File: src/rtl/alu_pkg.sv
// Shared ALU definitions: opcode encodings and the legality check used by
// the issue queue and the ALU itself.
package alu_pkg;

  localparam int ALU_CTRL_W = 3;

  localparam logic [ALU_CTRL_W-1:0] ALU_ADD = 3'b000;
  localparam logic [ALU_CTRL_W-1:0] ALU_SUB = 3'b001;
  localparam logic [ALU_CTRL_W-1:0] ALU_AND = 3'b010;
  localparam logic [ALU_CTRL_W-1:0] ALU_OR  = 3'b011;
  localparam logic [ALU_CTRL_W-1:0] ALU_SLL = 3'b100;
  localparam logic [ALU_CTRL_W-1:0] ALU_SRL = 3'b101;

  // Encodings above ALU_SRL (110, 111) are undefined.
  function automatic logic is_legal_op(input logic [ALU_CTRL_W-1:0] op);
    return (op <= ALU_SRL);
  endfunction

endpackage

File: src/rtl/sync_fifo.sv
// Synchronous FIFO: storage, wrapping pointers and a separate 0..DEPTH
// occupancy count. flush clears pointers and count, taking priority over
// push/pop. Overflowing pushes and underflowing pops are ignored.
module sync_fifo #(
  parameter int DW    = 35,
  parameter int DEPTH = 4
) (
  input  logic                       clk,
  input  logic                       rst,
  input  logic                       flush,
  input  logic                       push,
  input  logic                       pop,
  input  logic [DW-1:0]              wdata,
  output logic [DW-1:0]              rdata,
  output logic [$clog2(DEPTH):0]     count
);

  localparam int PW = $clog2(DEPTH);
  localparam int CW = PW + 1;

  logic [DW-1:0] mem_q [DEPTH];
  logic [PW-1:0] wr_ptr_q, wr_ptr_d;
  logic [PW-1:0] rd_ptr_q, rd_ptr_d;
  logic [CW-1:0] count_q, count_d;
  logic          push_ok, pop_ok, wr_en;

  // Next-state for pointers and occupancy; flush wins over push/pop.
  always_comb begin
    // NOTE: every signal gets a default first so no path leaves it unassigned (no latch).
    push_ok  = push && (count_q != CW'(DEPTH));
    pop_ok   = pop && (count_q != '0);
    wr_en    = push_ok && !flush;
    wr_ptr_d = wr_ptr_q;
    rd_ptr_d = rd_ptr_q;
    count_d  = count_q;
    if (flush) begin
      wr_ptr_d = '0;
      rd_ptr_d = '0;
      count_d  = '0;
    end else begin
      if (push_ok) wr_ptr_d = wr_ptr_q + PW'(1);
      if (pop_ok)  rd_ptr_d = rd_ptr_q + PW'(1);
      case ({push_ok, pop_ok})
        2'b10:   count_d = count_q + CW'(1);
        2'b01:   count_d = count_q - CW'(1);
        default: count_d = count_q;
      endcase
    end
  end

  // Control state register with synchronous reset.
  always_ff @(posedge clk) begin
    // NOTE: sequential state uses non-blocking assignments so all flops update together.
    if (rst) begin
      wr_ptr_q <= '0;
      rd_ptr_q <= '0;
      count_q  <= '0;
    end else begin
      wr_ptr_q <= wr_ptr_d;
      rd_ptr_q <= rd_ptr_d;
      count_q  <= count_d;
    end
  end

  // Entry storage write port.
  always_ff @(posedge clk) begin
    // NOTE: the storage array is deliberately not reset; occupancy masks stale entries.
    if (wr_en && !rst) mem_q[wr_ptr_q] <= wdata;
  end

  assign rdata = mem_q[rd_ptr_q];
  assign count = count_q;

endmodule

File: src/rtl/alu_issue_queue.sv
// Issue buffer in front of the ALU: queues {ctrl, a, b} from decode, drops
// and counts undefined opcodes, and presents the head entry (zeroed when
// empty) to the ALU operand inputs.
module alu_issue_queue
  import alu_pkg::*;
#(
  parameter int WIDTH     = 32,
  parameter int DEPTH     = 4,
  parameter int ILL_CNT_W = 8
) (
  input  logic                    clk,
  input  logic                    rst,
  input  logic                    flush,
  input  logic                    in_valid,
  output logic                    in_ready,
  input  logic [ALU_CTRL_W-1:0]   in_ctrl,
  input  logic [WIDTH-1:0]        in_a,
  input  logic [WIDTH-1:0]        in_b,
  output logic                    out_valid,
  input  logic                    out_ready,
  output logic [ALU_CTRL_W-1:0]   out_ctrl,
  output logic [WIDTH-1:0]        out_a,
  output logic [WIDTH-1:0]        out_b,
  output logic [$clog2(DEPTH):0]  count,
  output logic                    illegal_pulse,
  output logic [ILL_CNT_W-1:0]    illegal_cnt
);

  localparam int CW = $clog2(DEPTH) + 1;
  localparam int EW = ALU_CTRL_W + 2 * WIDTH;

  logic [EW-1:0]         head;
  logic [ALU_CTRL_W-1:0] head_ctrl;
  logic [WIDTH-1:0]      head_a, head_b;
  logic [CW-1:0]         fifo_count;
  logic                  accept, fifo_push, fifo_pop, ill_hit;
  logic                  illegal_pulse_q, illegal_pulse_d;
  logic [ILL_CNT_W-1:0]  illegal_cnt_q, illegal_cnt_d;

  sync_fifo #(
    .DW    (EW),
    .DEPTH (DEPTH)
  ) u_fifo (
    .clk   (clk),
    .rst   (rst),
    .flush (flush),
    .push  (fifo_push),
    .pop   (fifo_pop),
    .wdata ({in_ctrl, in_a, in_b}),
    .rdata (head),
    .count (fifo_count)
  );

  // Handshake, opcode filter and head gating; in_ready never looks at out_ready.
  always_comb begin
    in_ready  = !rst && (fifo_count != CW'(DEPTH));
    out_valid = (fifo_count != '0);
    accept    = in_valid && in_ready;
    fifo_push = accept && is_legal_op(in_ctrl);
    ill_hit   = accept && !is_legal_op(in_ctrl);
    fifo_pop  = out_valid && out_ready;
    {head_ctrl, head_a, head_b} = head;
    out_ctrl  = out_valid ? head_ctrl : '0;
    out_a     = out_valid ? head_a    : '0;
    out_b     = out_valid ? head_b    : '0;
  end

  // Illegal-op pulse and saturating counter next-state; flush does not clear them.
  always_comb begin
    illegal_pulse_d = ill_hit;
    illegal_cnt_d   = illegal_cnt_q;
    if (ill_hit && (illegal_cnt_q != '1)) illegal_cnt_d = illegal_cnt_q + ILL_CNT_W'(1);
  end

  // Illegal-op state register with synchronous reset.
  always_ff @(posedge clk) begin
    if (rst) begin
      illegal_pulse_q <= 1'b0;
      illegal_cnt_q   <= '0;
    end else begin
      illegal_pulse_q <= illegal_pulse_d;
      illegal_cnt_q   <= illegal_cnt_d;
    end
  end

  assign count         = fifo_count;
  assign illegal_pulse = illegal_pulse_q;
  assign illegal_cnt   = illegal_cnt_q;

endmodule

File: config.mk
export PLATFORM = sky130hd
export DESIGN_NAME = alu_issue_queue
export DESIGN_NICKNAME = d
export VERILOG_FILES = /design/src/rtl/alu_pkg.sv /design/src/rtl/sync_fifo.sv /design/src/rtl/alu_issue_queue.sv
export SDC_FILE = /design/constraint.sdc
export NUM_CORES = 1
export LEC_CHECK = 0
export CELL_PAD_IN_SITES_DETAIL_PLACEMENT = 1
export CELL_PAD_IN_SITES_GLOBAL_PLACEMENT = 1
export CORE_AREA = 5 5 220 137
export DETAILED_ROUTE_END_ITERATION = 10
export DIE_AREA = 0 0 225 142
export GPL_TIMING_DRIVEN = 1
export PLACE_DENSITY_LB_ADDON = 0.15
export SLEW_MARGIN = 20
export SYNTH_ARGS = -nofsm -noshare
export SYNTH_HDL_FRONTEND = slang
export SYNTH_SLANG_ARGS = --single-unit
File: constraint.sdc
create_clock -name clk -period 7.6 [get_ports clk]
set_input_delay 0.76 -clock clk [delete_from_list [all_inputs] [get_ports clk]]
set_output_delay 0.76 -clock clk [all_outputs]
set_load 0.005 [all_outputs]
Word level (Yosys, flattened, before mapping)

Memories as Yosys holds them, arrays and structs flattened. A register that Yosys moved wholly into a read port is not among the register bits.
Cells that the tools add are included.
Widths: inputs -> output; s select.

Equal/unequal tests: 4
Add/subtract/negate cells: 5
Reductions and logical operators: 16
Magnitude comparators: 1
Muxes and demuxes: 8

Operators by type and width:

| kind                | number |
|---|---|
| $mux 32             | 2 |
| $logic_and 1x1->1   | 10 |
| $add 8x1->8 const B | 1 |
| $ne 8x8->1 const B  | 1 |
| $pmux 3 s2          | 1 |
| $add 2x1->2 const B | 2 |
| $mux 2              | 2 |
| $add 3x1->3 const B | 1 |
| $le 3x3->1 const B  | 1 |
| $logic_not 1->1     | 3 |
| $mux 3              | 1 |
| $ne 3x3->1 const B  | 1 |
| $reduce_bool 3->1   | 1 |
| $sub 3x1->3 const B | 1 |
| $eq 2x1->1 const B  | 1 |
| $eq 2x2->1 const B  | 1 |
| $mux 1              | 2 |
| $reduce_bool 2->1   | 1 |
| $reduce_or 2->1     | 1 |

Logic and storage cells: 40
Register bits: 16
Memories kept: 1
Input bits: 72
Output and inout port bits: 81
Memory bits (writable): 268

Memories:

| memory       | words | width | read ports | clocked after Yosys merged registers in | write ports | line            | RTL |
|---|---|---|---|---|---|---|---|
| u_fifo.mem_q | 4     | 67    | 1          | 1                                       | 1           | sync_fifo.sv:21 | `logic [DW-1:0] mem_q [DEPTH];` |

Logic depth before layout (Yosys ltp)

Gate-level depths: netlist of run 1.

Depth in word-level cells: 9
Mapped depth: 9
Mapped depth without buffers: 9

Cells and area by module

Synthesis of run 1 repeated with hierarchy kept, for this count alone.

Cell total of the unflattened synthesis: 530
Area, all modules: 11085.6 sq um

Modules (own cells, without submodules):

| module          | times used | cells an instance | area an instance (sq um) |
|---|---|---|---|
| sync_fifo       | 1          | 401               | 10173.5 |
| alu_issue_queue | 1          | 129               | 912.1 |

Worst setup path after synthesis of run 1

Ideal clock, no wire load.

Kind: input -> register
Start point: input in_valid
End point: memory u_fifo.mem_q[0][0] in the netlist's numbering (enable)
Cell stages on the path: 4
Arrival time: 3.254 ns
Required time: 7.168 ns
Setup slack: 3.914 ns
Path through: a21boi_0 nor3b_1 nor3b_1 and2_1

Word-level cells in the longest chain between the ends: 7

Ends and longest elaborated chain:

| item                         | line                  | RTL |
|---|---|---|
| start: declaration           | alu_issue_queue.sv:14 | `input logic in_valid,` |
| $logic_and 1x1->1            | alu_issue_queue.sv:58 | `accept = in_valid && in_ready;` |
| $logic_and 1x1->1            | alu_issue_queue.sv:59 | `fifo_push = accept && is_legal_op(in_ctrl);` |
| $logic_and 1x1->1            | sync_fifo.sv:30       | `push_ok = push && (count_q != CW'(DEPTH));` |
| $logic_and 1x1->1            | sync_fifo.sv:32       | `wr_en = push_ok && !flush;` |
| $logic_and 1x1->1            | sync_fifo.sv:68       | `if (wr_en && !rst) mem_q[wr_ptr_q] <= wdata;` |
| $mux 1                       | sync_fifo.sv:68       |  |
| $mux 1 (not written as such) | sync_fifo.sv:68       |  |
| end: declaration             | sync_fifo.sv:21       |  |

Every way passes these cells.

==> reports/results.ini, run 1 <==
[synthesis]
yosys.area_share.simple=0.0590
synth-seq-cells=286
yosys-top-cells-count=edfxtp_1 (268), and2_1 (72), mux4_2 (67)
ys.flop_type=edfxtp_1
synth_edf_count=268
yosys.area.top_type=edfxtp_1
synth_nets=608
async_flop_share=0
syn_inst=529
synth_area_leaders=edfxtp_1 (73%), mux4_2 (14%), and2_1 (4.1%), dfxtp_1 (3.3%), ha_1 (0.68%)
ys_seq_area_frac=0.766
netlist_area_sq_um=11000
yosys_warnings=0
synth_xor_area_frac=0.00399
synth_top_area_frac=0.733
synth_cell_types=34
yosysMostFrequentCell=edfxtp_1
synth_top_family_by_area=multiplexers
yosys.area_share.adder=0.00866
synth-compound-area-share=0.00980
synth_mux_area_frac=0.139
syn_avg_cell_area_sq_um=20.8

[power]
power_switching_uw=623
p_sw_frac=0.188
power.leakage_nw=4.33
peakVddDrop_v=0.000151
power.internal_mw=2.69
powerDensity_nw_per_um2=238
pwr-share-seq=0.522
clkPwrFrac=0.440
pwr-share-comb=0.037

[placed_design]
place_inst=1032
gp_congestion=0.765
hpwl_um=14200
io_buffers=152

[route]
drc=0
wl_per_cell_um=22.0
drt_wl_total_um=23800
dr.first_iter.drc_count=406
drtAntennaViolNets=0
via_per_inst=5.03
num_vias=5456
dr.pass1.iters=4

[timing]
finalMaxSlewViolations=0
layout_min_cycle_time_ns=3.84
max_freq_mhz=260
finClkSkew_ns=0.00965
tightestPinTransition_ns=1.08
rsz0062_at_grt=no
hold_violations=0
slew_headroom=0.283
period_share=0.506
tns_ns=0
setup_viol=0

[clocking]
h-tree-depth=1
cts_tree=built
postCtsHoldBufs=0
clock-root-buffer=clkbuf_16
ctsResizeCount=0
post_cts_buffers=0
clkLatencyLatePin_ns=0.54
clk_pin_slew_worst_paths_ns=0.06
cts.sinks=286
clockBufferDepth=3
numCtsBuffers=28

[setup_path]
path_cells=buf_6 > mux4_2 > and2_1 > clkdlybuf4s50_1
cp.required_ns=6.84
path_class=reg2out
arrival_ns=3.08
cp_max_fo=51
slowest_delay_ns=0.66
r2r_start=u_fifo.count[0]
endpoint_kind=output pin
cp-start-kind=flop
r2r_slack_ns=4.71
critPathSlowestCell=mux4_2
r2r_end=u_fifo.mem_q[1][12]
ff2ff_path_depth=4

[final_layout]
drive_above_1_share=0.172
area_delta_synth_final_pct=26.6
nets=767
fin_cells=1085

[global_routing]
overflow=0
grt_pass1_vias=6140
grt_pass1_wl_um=37400
antenna_found_initial=2
grt_usage=0.152
grt_max_degree=71

[worst_hold_path]
hold_path_depth=2
hp-class=reg2reg
hold_end=u_fifo.rd_ptr_q[1]
hp-start=u_fifo.rd_ptr_q[1]

[die]
rows=48
start_util=0.392
ioPinCount=153
dieWidth_um=225
die_h_um=142
design.die.area_sq_um=32000
core_sq_um=28000

[run]
max_cap_viol_count=0

[run_status]
status=complete, no violations

[logic make-up (layout without fill, tap and decap cells)]
logic type / after synthesis / count (layout)
xor+xnor: 5 / 5
mux: 69 / 69
flops: 286 / 286
other cells: 0 / 1
simple gates: 110 / 110
fa+ha+maj: 7 / 7
compound gates: 17 / 17
buf+inv: 35 / 215
[worst max-delay path, delay by kind of cell, from the launching register on]
family,cells,cell delay (ns)
flops,1,0.58
simple gates,1,0.19
mux,1,0.66
buf+inv,2,1.08
[registers in the layout, indices dropped and copies added (netlist names), named ones only]
| name | flops |
|---|---|
| illegal_pulse | 1 |
| u_fifo.rd_ptr_q | 2 |
| u_fifo.count | 3 |
| illegal_cnt | 8 |
| u_fifo.mem_q | 268 |
| u_fifo.wr_ptr_q | 2 |
[how the worst max path moves through the flow]
stage | startpoint | end | slack [ns] | depth (start not counted)
2_1_floorplan | in_valid | u_fifo.mem_q[0][0] | 3.91 | 4
3_3_place_gp | in_ctrl[2] | u_fifo.mem_q[3][14] | 3.86 | 5
3_5_place_dp | in_ctrl[1] | u_fifo.mem_q[1][12] | 3.70 | 5
4_1_cts | flop | out_a[26] | 3.35 | 4
5_1_grt | flop | out_a[26] | 3.51 | 4
6_report | flop | out_a[26] | 3.76 | 4
[layer usage]
layer  vias to the layer above  wire [um]  share of wire  GRT usage
li1                       2440          -              -          -
met1                      2840      10800           0.45      0.217
met2                       139      11300           0.47      0.245
met3                        37       1420          0.059     0.0334
met4                         0        381          0.016     0.0317
met5                         -          0              0          0
[cell usage in the layout (no fill, tap or decap), types with 3 or more instances in the layout]
cell	count
a21oi_1	6
clkinv_1	6
inv_1	9
or3_1	3
mux4_2	67
dfxtp_1	16
nor3b_1	3
edfxtp_1	268
clkinv_2	6
ha_1	6
and2_4	4
o21ai_0	3
xor2_1	3
nand3_1	7
and2_1	68
clkbuf_16	29
nor2_1	12
bufinv_16	6
clkdlybuf4s50_1	152
nand2_1	3
[metrics by stage]
stage / instance area, sq um / hold slack (ns) / util / setup slack, ns / total power, mW
floorplan: 11000 / 0.485 / - / 3.91 / 1.80
global placement: 12900 / 0.498 / 0.460 / 3.86 / 1.89
detailed placement: 12900 / 0.516 / 0.460 / 3.70 / 1.89
CTS: 13900 / 0.535 / 0.494 / 3.35 / 3.36
global route: 13900 / 0.582 / 0.496 / 3.51 / 3.44
finish: 13900 / 0.534 / 0.496 / 3.76 / 3.31
[power groups by stage]
| stage | clock [mW] | combinational, mW | sequential (mW) |
|---|---|---|---|
| 3_5_place_dp | 0 | 0.126 | 1.77 |
| 2_1_floorplan | 0 | 0.0359 | 1.76 |
| 6_report | 1.46 | 0.124 | 1.73 |
| 5_1_grt | 1.57 | 0.134 | 1.73 |
| 3_3_place_gp | 0 | 0.122 | 1.76 |
| 4_1_cts | 1.50 | 0.127 | 1.73 |
[area by class of cell]
| type | count | area [sq um] |
|---|---|---|
| Sequential cell | 286 | 8420 |
| Inverter | 9 | 33.8 |
| Multi-Input combinational cell | 208 | 2430 |
| Tap cell | 375 | 469 |
| Fill cell | 2531 | 14100 |
| Antenna cell | 1 | 2.50 |
| Timing Repair Buffer | 155 | 1570 |
| Clock inverter | 20 | 245 |
| Clock buffer | 31 | 733 |
Power figures use the tool's default switching activity.
==> run 2: changes to the inputs <==
clock period = 3.9 ns   (was 7.6 ns; I/O delays follow)
==> reports/results.ini, run 2 (synthesis gave the netlist of run 1 again) <==
[run_status]
status=complete, no violations

[setup_path]
r2r_slack_ns=1.16  ; -3.55 ns
r2r_start=u_fifo.count[0]
r2r_end=u_fifo.count[2]
arrival_ns=2.90  ; -0.18 ns
slowest_delay_ns=0.68  ; +0.02 ns
cp.required_ns=3.51  ; -3.33 ns
path_cells=or3_2 > buf_4 > and2_1 > clkdlybuf4s50_1
cp_max_fo=45  ; -12%
ff2ff_path_depth=8  ; +4
critPathSlowestCell=or3_2
path_class=reg2out
endpoint_kind=output pin
cp-start-kind=flop
critical_path_buf_inv_count=2  ; unchanged
cp_top_family=buffers and inverters
worst-path-stages=4  ; unchanged

[route]
drc=0  ; unchanged
drtAntennaViolNets=0  ; unchanged
dr.pass1.iters=4  ; unchanged
via_per_inst=5.08  ; +1.1%
num_vias=5572  ; +2.1%
drt_wl_total_um=24500  ; +2.9%
dr.first_iter.drc_count=422  ; +3.9%
wl_per_cell_um=22.4  ; +1.9%

[power]
powerDensity_nw_per_um2=458  ; +92%
power.leakage_nw=4.39  ; +1.6%
p_total_mw=6.42  ; +94%
peakVddDrop_v=0.000260  ; +72%

[global_routing]
grt_usage=0.156  ; +0.00372
grt_use_met3=0.0371  ; +0.00371
grt_pass1_wl_um=38100  ; +1.9%
busiest_layer=met2
grt_max_degree=46  ; -35%
grt_pass1_vias=6205  ; +1.1%
overflow=0  ; unchanged
antenna_found_initial=0  ; -2
grtUsageMet1=0.222  ; +0.00423
use_met2=0.251  ; +0.00633

[clocking]
clk_pin_slew_worst_paths_ns=0.06  ; about the same
h-tree-depth=1  ; unchanged
cts.sinks=286  ; unchanged
clockBufferDepth=3  ; unchanged
postCtsHoldBufs=0  ; unchanged
numCtsBuffers=28  ; unchanged
cts_tree=built
clkLatencyLatePin_ns=0.54  ; about the same
ctsResizeCount=0  ; unchanged
post_cts_buffers=0  ; unchanged
clock-root-buffer=clkbuf_16

[placed_design]
hpwl_um=15600  ; +9.6%
io_buffers=152  ; unchanged
gp_congestion=0.788  ; +3.0%

[die]
core_sq_um=28000  ; unchanged
die_h_um=142  ; unchanged
rows=48  ; unchanged
ioPinCount=153  ; unchanged
start_util=0.392  ; unchanged
dieWidth_um=225  ; unchanged
design.die.area_sq_um=32000  ; unchanged

[worst_hold_path]
hp-class=in2reg
hold_path_depth=1  ; -1
hold_end=u_fifo.mem_q[2][22]
hp-start=in_b[22]

[timing]
finClkSkew_ns=0.00719  ; -0.00245 ns
rsz0062_at_grt=no
period_share=0.844
max_freq_mhz=304
setup_viol=0  ; unchanged
layout_min_cycle_time_ns=3.29
whs_ns=0.482  ; -0.0515 ns
tns_ns=0  ; unchanged
finalMaxSlewViolations=0  ; unchanged
hold_violations=0  ; unchanged
slew_headroom=0.470  ; +0.187
tightestPinTransition_ns=0.796  ; -0.280 ns

[final_layout]
area_delta_synth_final_pct=27.6
diodes=0  ; -1
largest_reg_flops=268  ; unchanged
final_util=0.500  ; +0.00397
nFillCells=2537  ; +0.24%
regMostFlops=u_fifo.mem_q
drive_above_1_share=0.184  ; +0.0124
layout_commonest_cell=edfxtp_1
nets=778  ; +1.4%
final_cell_mix=edfxtp_1 (268), clkdlybuf4s50_1 (152), and2_1 (68), mux4_2 (67), clkbuf_16 (29)

[run]
max_cap_viol_count=0  ; unchanged

## run 2: per-stage QoR
stage                     setup slack (ns)  instances  cell area (sq um)
after floorplan                      0.584        529              11000
after global placement               0.780       1044              13100
after detailed placement             0.605       1044              13100
after CTS                            0.520       1096              14000
after global routing                 0.355       1096              14000
final                                0.610       1096              14000
## run 2: area by class of cell
cell class | count | area, sq um | share of cell area
Inverter | 9 | 33.8 | 0.00241
Sequential cell | 286 | 8420 | 0.601
Clock buffer | 33 | 741 | 0.0529
Clock inverter | 19 | 218 | 0.0155
Multi-Input combinational cell | 208 | 2430 | 0.174
Tap cell | 375 | 469 | 0.0335
Timing Repair Buffer | 166 | 1700 | 0.121
## run 2: layer usage
| layer | vias up | part of all wire |
|---|---|---|
| li1 | 2465 | - |
| met1 | 2918 | 0.45 |
| met2 | 153 | 0.47 |
| met3 | 36 | 0.057 |
| met4 | 0 | 0.016 |
| met5 | - | 0 |
## run 2: report_power, final
part	switching (mW)	internal [mW]	total [mW]
Clock	1.12	1.68	2.80
Sequential	0.00737	3.37	3.37
Combinational	0.107	0.139	0.246
Total	1.23	5.19	6.42
## run 2: worst max path at each step
stage / start / endpoint / slack (ns)
2_1_floorplan: in_valid / u_fifo.mem_q[1][0] / 0.58
3_3_place_gp: in_ctrl[2] / u_fifo.mem_q[0][61] / 0.78
3_5_place_dp: in_ctrl[2] / u_fifo.mem_q[1][14] / 0.60
4_1_cts: u_fifo.count[0] / out_b[3] / 0.52
5_1_grt: u_fifo.count[0] / out_b[3] / 0.36
6_report: u_fifo.count[0] / out_b[3] / 0.61
